===== src/rtl/locker_pkg.sv =====
// ---------------------------------------------------------------------------
// locker_pkg
// Shared types and width helpers for the multi-user locker.
//   state_t : top-level FSM states (IDLE / OPEN / LOCKOUT)
//   idx_w   : width of a user index for n users (never below 1)
//   cnt_w   : width of a saturating failure counter that reaches max_tries
//   tmr_w   : width of the shared countdown timer covering both windows
// ---------------------------------------------------------------------------
package locker_pkg;

    typedef enum logic [1:0] {
        IDLE    = 2'd0,
        OPEN    = 2'd1,
        LOCKOUT = 2'd2
    } state_t;

    function automatic int idx_w(input int n);
        return (n > 1) ? $clog2(n) : 1;
    endfunction

    function automatic int cnt_w(input int max_tries);
        return (max_tries > 0) ? $clog2(max_tries + 1) : 1;
    endfunction

    // The timer is loaded with (cycles - 1), so it must hold max(a, b) - 1.
    function automatic int tmr_w(input int a, input int b);
        int m;
        m = (a > b) ? a : b;
        return (m > 1) ? $clog2(m) : 1;
    endfunction

endpackage


===== src/rtl/lock_try_counter.sv =====
// ---------------------------------------------------------------------------
// lock_try_counter
// Per-user consecutive-failure counter, saturating at MAX_TRIES.
//   Clk   in  : system clock, rising edge
//   Reset in  : synchronous, active-high
//   inc   in  : count one failed attempt
//   clr   in  : clear to zero (wins over inc)
//   count out : current failure count, CW bits
// ---------------------------------------------------------------------------
module lock_try_counter
    import locker_pkg::*;
#(
    parameter  int MAX_TRIES = 3,
    localparam int CW        = cnt_w(MAX_TRIES)
) (
    input  logic          Clk,
    input  logic          Reset,
    input  logic          inc,
    input  logic          clr,
    output logic [CW-1:0] count
);

    always_ff @(posedge Clk) begin
        if (Reset) begin
            count <= '0;
        end else if (clr) begin
            count <= '0;
        end else if (inc && (count != CW'(MAX_TRIES))) begin
            count <= count + 1'b1;
        end
    end

endmodule


===== src/rtl/multi_user_locker.sv =====
// ---------------------------------------------------------------------------
// multi_user_locker
// N-user digital locker. A correct password opens the lock (Access) for
// UNLOCK_CYCLES cycles; MAX_TRIES consecutive failures by one user raise
// Alarm and block every user for LOCKOUT_CYCLES cycles.
//
// Ports
//   Clk     in  : system clock, rising edge
//   Reset   in  : synchronous, active-high; restores defaults mid-window too
//   User    in  : selected user index, UW bits
//   PassIn  in  : entered password, PASS_W bits
//   Enter   in  : submit strobe (level; rising edge is the submit event)
//   NewPass in  : replacement password (PASS_CHANGE_EN builds only)
//   Change  in  : request password change on submit while open (PASS_CHANGE_EN)
//   Access  out : lock open
//   Count   out : failure count of the selected User (0 if out of range)
//   Alarm   out : lockout active
//
// Build option: define PASS_CHANGE_EN to add per-user password storage and
// the NewPass/Change ports. Without it, passwords are the constant
// DEFAULT_PASS and no storage registers exist.
// ---------------------------------------------------------------------------
module multi_user_locker
    import locker_pkg::*;
#(
    parameter  int                            NUM_USERS      = 4,
    parameter  int                            PASS_W         = 12,
    parameter  int                            MAX_TRIES      = 3,
    parameter  int                            UNLOCK_CYCLES  = 8,
    parameter  int                            LOCKOUT_CYCLES = 16,
    parameter  logic [NUM_USERS*PASS_W-1:0]   DEFAULT_PASS   =
                   {12'h333, 12'h222, 12'hF2A, 12'h111},
    localparam int                            UW = idx_w(NUM_USERS),
    localparam int                            CW = cnt_w(MAX_TRIES),
    localparam int                            TW = tmr_w(UNLOCK_CYCLES, LOCKOUT_CYCLES)
) (
    input  logic              Clk,
    input  logic              Reset,
    input  logic [UW-1:0]     User,
    input  logic [PASS_W-1:0] PassIn,
    input  logic              Enter,
`ifdef PASS_CHANGE_EN
    input  logic [PASS_W-1:0] NewPass,
    input  logic              Change,
`endif
    output logic              Access,
    output logic [CW-1:0]     Count,
    output logic              Alarm
);

    state_t                              state;
    logic   [TW-1:0]                     timer;
    logic   [UW-1:0]                     owner;   // user that opened the lock / tripped the alarm
    logic                                enter_q;
    logic                                submit;
    logic                                user_ok;
    logic                                match;
    logic                                last_try;
    logic                                ok_ev;
    logic                                fail_ev;
    logic                                lock_done;
    logic                                chg_ev;
    logic   [NUM_USERS-1:0][PASS_W-1:0]  pass_cur;
    logic   [NUM_USERS-1:0][CW-1:0]      cnt;
    logic   [NUM_USERS-1:0]              inc;
    logic   [NUM_USERS-1:0]              clr;
    logic   [CW-1:0]                     sel_cnt;

    assign submit = Enter & ~enter_q;

    // With a power-of-2 user count every index is legal; comparing would be
    // a constant-true expression, so only build the compare when needed.
    generate
        if (NUM_USERS == (1 << UW)) begin : g_full_range
            assign user_ok = 1'b1;
        end else begin : g_part_range
            assign user_ok = (User < UW'(NUM_USERS));
        end
    endgenerate

    // ---------------------------------------------------------------------
    // Password source
    // ---------------------------------------------------------------------
`ifdef PASS_CHANGE_EN
    logic [NUM_USERS-1:0][PASS_W-1:0] pass_r;

    assign chg_ev = (state == OPEN) && submit && Change;

    // The write always targets the user that opened the lock, never User.
    always_ff @(posedge Clk) begin
        if (Reset) begin
            pass_r <= DEFAULT_PASS;
        end else if (chg_ev) begin
            pass_r[owner] <= NewPass;
        end
    end

    assign pass_cur = pass_r;
`else
    assign chg_ev   = 1'b0;
    assign pass_cur = DEFAULT_PASS;
`endif

    assign match = user_ok && (PassIn == pass_cur[User]);

    // ---------------------------------------------------------------------
    // Per-user failure counters
    // ---------------------------------------------------------------------
    assign sel_cnt  = cnt[User];
    assign Count    = user_ok ? sel_cnt : '0;
    // Counts only advance in IDLE, where none can already be at MAX_TRIES,
    // so "this failure trips the alarm" is simply count == MAX_TRIES-1.
    assign last_try = (sel_cnt >= CW'(MAX_TRIES - 1));

    assign ok_ev     = (state == IDLE) && submit && user_ok &&  match;
    assign fail_ev   = (state == IDLE) && submit && user_ok && !match;
    assign lock_done = (state == LOCKOUT) && (timer == '0);

    always_comb begin
        inc = '0;
        clr = '0;
        for (int u = 0; u < NUM_USERS; u++) begin
            inc[u] = fail_ev && (User == UW'(u));
            clr[u] = (ok_ev && (User == UW'(u))) || (lock_done && (owner == UW'(u)));
        end
    end

    generate
        for (genvar g = 0; g < NUM_USERS; g++) begin : g_cnt
            lock_try_counter #(
                .MAX_TRIES (MAX_TRIES)
            ) u_cnt (
                .Clk   (Clk),
                .Reset (Reset),
                .inc   (inc[g]),
                .clr   (clr[g]),
                .count (cnt[g])
            );
        end
    endgenerate

    // ---------------------------------------------------------------------
    // Control FSM with shared countdown timer; Access/Alarm are registered
    // and each is only set from IDLE, so they can never overlap.
    // ---------------------------------------------------------------------
    always_ff @(posedge Clk) begin
        if (Reset) begin
            state   <= IDLE;
            timer   <= '0;
            owner   <= '0;
            enter_q <= 1'b0;
            Access  <= 1'b0;
            Alarm   <= 1'b0;
        end else begin
            enter_q <= Enter;
            case (state)
                IDLE: begin
                    if (ok_ev) begin
                        Access <= 1'b1;
                        timer  <= TW'(UNLOCK_CYCLES - 1);
                        owner  <= User;
                        state  <= OPEN;
                    end else if (fail_ev && last_try) begin
                        Alarm  <= 1'b1;
                        timer  <= TW'(LOCKOUT_CYCLES - 1);
                        owner  <= User;
                        state  <= LOCKOUT;
                    end
                end
                OPEN: begin
                    if (chg_ev) begin
                        timer <= TW'(UNLOCK_CYCLES - 1);
                    end else if (timer == '0) begin
                        Access <= 1'b0;
                        state  <= IDLE;
                    end else begin
                        timer <= timer - 1'b1;
                    end
                end
                LOCKOUT: begin
                    if (timer == '0) begin
                        Alarm <= 1'b0;
                        state <= IDLE;
                    end else begin
                        timer <= timer - 1'b1;
                    end
                end
                default: begin
                    Access <= 1'b0;
                    Alarm  <= 1'b0;
                    state  <= IDLE;
                end
            endcase
        end
    end

endmodule

===== config.mk =====
export PLATFORM = sky130hd
export DESIGN_NAME = multi_user_locker
export DESIGN_NICKNAME = d
export VERILOG_FILES = /design/src/rtl/locker_pkg.sv /design/src/rtl/lock_try_counter.sv /design/src/rtl/multi_user_locker.sv
export SDC_FILE = /design/constraint.sdc
export NUM_CORES = 1
export LEC_CHECK = 0
export CAP_MARGIN = 20
export CORE_MARGIN = 5
export CORE_UTILIZATION = 49
export CTS_BUF_LIST = sky130_fd_sc_hd__clkbuf_16
export CTS_CLUSTER_DIAMETER = 150
export CTS_CLUSTER_SIZE = 20
export DETAILED_ROUTE_END_ITERATION = 10
export PLACE_DENSITY_LB_ADDON = 0.1
export SYNTH_ARGS = -nofsm -noshare
export SYNTH_HDL_FRONTEND = slang
export SYNTH_SLANG_ARGS = --single-unit

===== constraint.sdc =====
create_clock -name Clk -period 4.79 [get_ports Clk]
set_clock_uncertainty 0.15 [all_clocks]
set_input_delay 0.479 -clock Clk [delete_from_list [all_inputs] [get_ports Clk]]
set_output_delay 0.479 -clock Clk [all_outputs]
set_load 0.01 [all_outputs]

==> flow_summary.json <==
{
  "clock_latency_ns": 0.25,
  "tritoncts": "built",
  "post-synth-top-count-cell": "sky130_fd_sc_hd__dfxtp_1",
  "initial_antenna_violation_count": 0,
  "worst_ep_arrival_time_ns": 2.25,
  "cts_made_buffers": 3,
  "post_synth_inst_count": 151,
  "dr.first_iter.drc_count": 64,
  "compound_cell_area_share_of_the_yosys_netlist": 0.258,
  "gp_congestion": 0.798,
  "yosys-top-cells-area": "sky130_fd_sc_hd__dfxtp_1 (28%), sky130_fd_sc_hd__ha_1 (11%), sky130_fd_sc_hd__a211oi_1 (4.5%), sky130_fd_sc_hd__inv_1 (4.2%), sky130_fd_sc_hd__a21oi_1 (4.1%)",
  "place_inst": 200,
  "number_of_setup_buffers_added_after_cts": 0,
  "num-nets-final": 203,
  "whs_path_depth": 2,
  "groute.layer.met1.usage": 0.252,
  "worst_stage_delay_on_the_critical_path_ns": 0.64,
  "max_freq_mhz": 348,
  "via_per_inst": 6.22,
  "synth_cell_type_count": 45,
  "setup_viol": 0,
  "cpMaxStageDelayCell": "sky130_fd_sc_hd__mux4_2",
  "synth_sequential_area_ratio": 0.284,
  "critPathCaptureType": "primary output",
  "worst-endpoint-required_ns": 4.16,
  "path_buf_inv": 2,
  "cap_viol_max_count": 0,
  "path_max_fanout": 7,
  "slew_violations": 0,
  "tns_ns": 0,
  "final_hold_viol_count": 0,
  "crit_type": "in2out",
  "grt_util_met2": 0.260,
  "worstHoldPathType": "reg2reg",
  "cts_max_level": 1,
  "wire_per_inst_um": 16.4,
  "globalRoute.totalOverflow": 0,
  "finalHoldWorstSlack_ns": 0.349,
  "ys_top_cells_by_count": "sky130_fd_sc_hd__dfxtp_1 (19), sky130_fd_sc_hd__inv_1 (15), sky130_fd_sc_hd__ha_1 (12), sky130_fd_sc_hd__a21oi_1 (11), sky130_fd_sc_hd__nand2_1 (11)",
  "p_per_area_mw_per_mm2": 236,
  "ys.flop_type": "sky130_fd_sc_hd__dfxtp_1",
  "clock_root_cell": "sky130_fd_sc_hd__clkbuf_16",
  "synth_top_cell_area_share": 0.284,
  "cpMostUsedCell": "sky130_fd_sc_hd__clkdlybuf4s50_1",
  "mappedNetlistArea_sq_mm": 0.00134,
  "grt_setup_unrepaired": "false",
  "synth-simple-area-share": 0.203,
  "cts.sink_count": 19,
  "maxSlewHeadroom": 0.650,
  "antenna_cells": 0,
  "finish.cell_count_without_fillers": 204,
  "synth_xor_xnor_area_share": 0.0131,
  "dieWidth_um": 62.2,
  "worst_r2r_path_depth": 7,
  "start_util": 0.498,
  "synth_fp_nets": 180,
  "synthToLayoutAreaGrowth_pct": 22.9,
  "cpLargestDelayFamily": "buffers and inverters",
  "core_area_sq_mm": 0.00269,
  "final.period_utilization": 0.600,
  "postRouteAntennaNets": 0,
  "ios": 21,
  "chipHeight_um": 62.2,
  "hold_path_startpoint": "timer[1]",
  "crit_path_cell_trace": "clkdlybuf4s50_1 -> mux4_2 -> clkdlybuf4s50_1",
  "drive_gt1_frac": 0.0983,
  "first_global_vias": 1186,
  "layout_min_cycle_time_ns": 2.87,
  "grt_first_pass_wirelength_um": 5690,
  "result_of_the_run": "finished clean",
  "synth_enable_flop_cells": 0,
  "rows": 19,
  "placement.io_buffers": 20,
  "source_of_the_critical_timing_path": "User[0]",
  "vias": 1269,
  "synth_top_area_cell": "sky130_fd_sc_hd__dfxtp_1",
  "timing_worst_slew_pin_value_ns": 0.524,
  "finish.instance_area_sq_mm": 0.00164,
  "timing.critical_path.depth": 3,
  "clock_tree.buffer_depth": 2,
  "grt_start_max_net_pins": 14,
  "post-route-worst-setup-slack_ns": 1.92,
  "post_synth.cell_area_avg_sq_um": 8.86,
  "detail_route.first_pass.iterations": 4,
  "muxShareOfSynthArea": 0.0720,
  "detailed_place.area_sq_mm": 0.00156,
  "worst-r2r-setup-slack_ns": 2.66,
  "synth_top_family_by_area": "compound AO/OA/AOI/OAI gates",
  "static-leakage-power_nw": 0.627,
  "dp_hpwl_um": 2600,
  "place_ws_ns": 1.69,
  "route.detailed.drc": 0,
  "grt.met3_usage": 0.0288,
  "wirelength_um": 3340,
  "synth-seq-cells": 19,
  "cts.reportedPaths.clkPinSlew_ns": 0.06,
  "groute.usage.overall": 0.176,
  "cts_resized": 0,
  "utilization": 0.612,
  "worst_r2r_startpoint": "timer[0]",
  "ctsHoldBuffers": 0,
  "die_area_sq_mm": 0.00387,
  "async_flop_share": 0,
  "cp-start-kind": "primary input",
  "ir_worst_vdd_mv": 0.192,
  "totalPowerFinal_uw": 387,
  "grt-busiest-layer": "met2",
  "yosys.area_share.adder": 0.112,
  "yosysWarningCount": 0
}
## final timing paths
| check | endpoint |
|---|---|
| hold / removal | timer[1] |
| hold reg to reg | timer[1] |
| setup / recovery | Count[1] |
| setup reg to reg | timer[1] |
## layout make-up
cell class,instances,area (sq um)
fillers,234,1040
multi-input cells,114,881
flip-flops and latches,19,380
repair buffers,21,208
clock buffers,3,75.1
inverters,15,56.3
well taps,31,38.8
clock inverters,1,5.00
## kinds of logic after synthesis
| kind of cell | after synthesis |
|---|---|
| compound gates | 47 |
| buf+inv | 18 |
| mux | 7 |
| fa+ha+maj | 12 |
| flops | 19 |
| simple gates | 46 |
| xor+xnor | 2 |
## routing by layer
layer / vias to the layer above / share of wire
li1: 615 / -
met1: 613 / 0.48
met2: 34 / 0.46
met3: 7 / 0.043
met4: 0 / 0.016
met5: - / 0
## power by group
part | internal, mW | total [mW] | switching [mW] | leakage [nW]
clock | 0.112 | 0.175 | 0.0634 | 0.0409
combinational | 0.0253 | 0.0481 | 0.0228 | 0.433
sequential | 0.161 | 0.164 | 0.00283 | 0.154
total | 0.298 | 0.387 | 0.0890 | 0.627
## worst register-to-register path: cells and delay by family (launching register included)
kind	cells	cell delay, ns
compound gates	3	0.58
fa+ha+maj	1	0.22
buf+inv	1	0.10
flops	1	0.31
simple gates	2	0.70
## registers in the layout, indices dropped and copies added, names as in the netlist
register,flops
Access,1
Alarm,1
enter_q,1
g_cnt.u_cnt.count,8
owner,2
state,2
timer,4
## cells in the final DEF, fill, tap and decap left out, types with 3 or more instances in the layout
master | synthesis | layout
sky130_fd_sc_hd__ha_1 | 12 | 12
sky130_fd_sc_hd__a21oi_1 | 11 | 11
sky130_fd_sc_hd__clkbuf_16 | 0 | 3
sky130_fd_sc_hd__nor3b_1 | 3 | 3
sky130_fd_sc_hd__a211oi_1 | 8 | 8
sky130_fd_sc_hd__o21ai_0 | 7 | 7
sky130_fd_sc_hd__a311o_1 | 3 | 3
sky130_fd_sc_hd__nand3_1 | 7 | 7
sky130_fd_sc_hd__nor3_1 | 3 | 3
sky130_fd_sc_hd__nor2_1 | 5 | 5
sky130_fd_sc_hd__inv_1 | 15 | 15
sky130_fd_sc_hd__mux2i_1 | 4 | 4
sky130_fd_sc_hd__clkdlybuf4s50_1 | 0 | 20
sky130_fd_sc_hd__o2111ai_1 | 5 | 5
sky130_fd_sc_hd__dfxtp_1 | 19 | 19
sky130_fd_sc_hd__nor2b_1 | 3 | 3
sky130_fd_sc_hd__nand2_1 | 11 | 11
No activity file was read; power rests on OpenSTA's default activity.
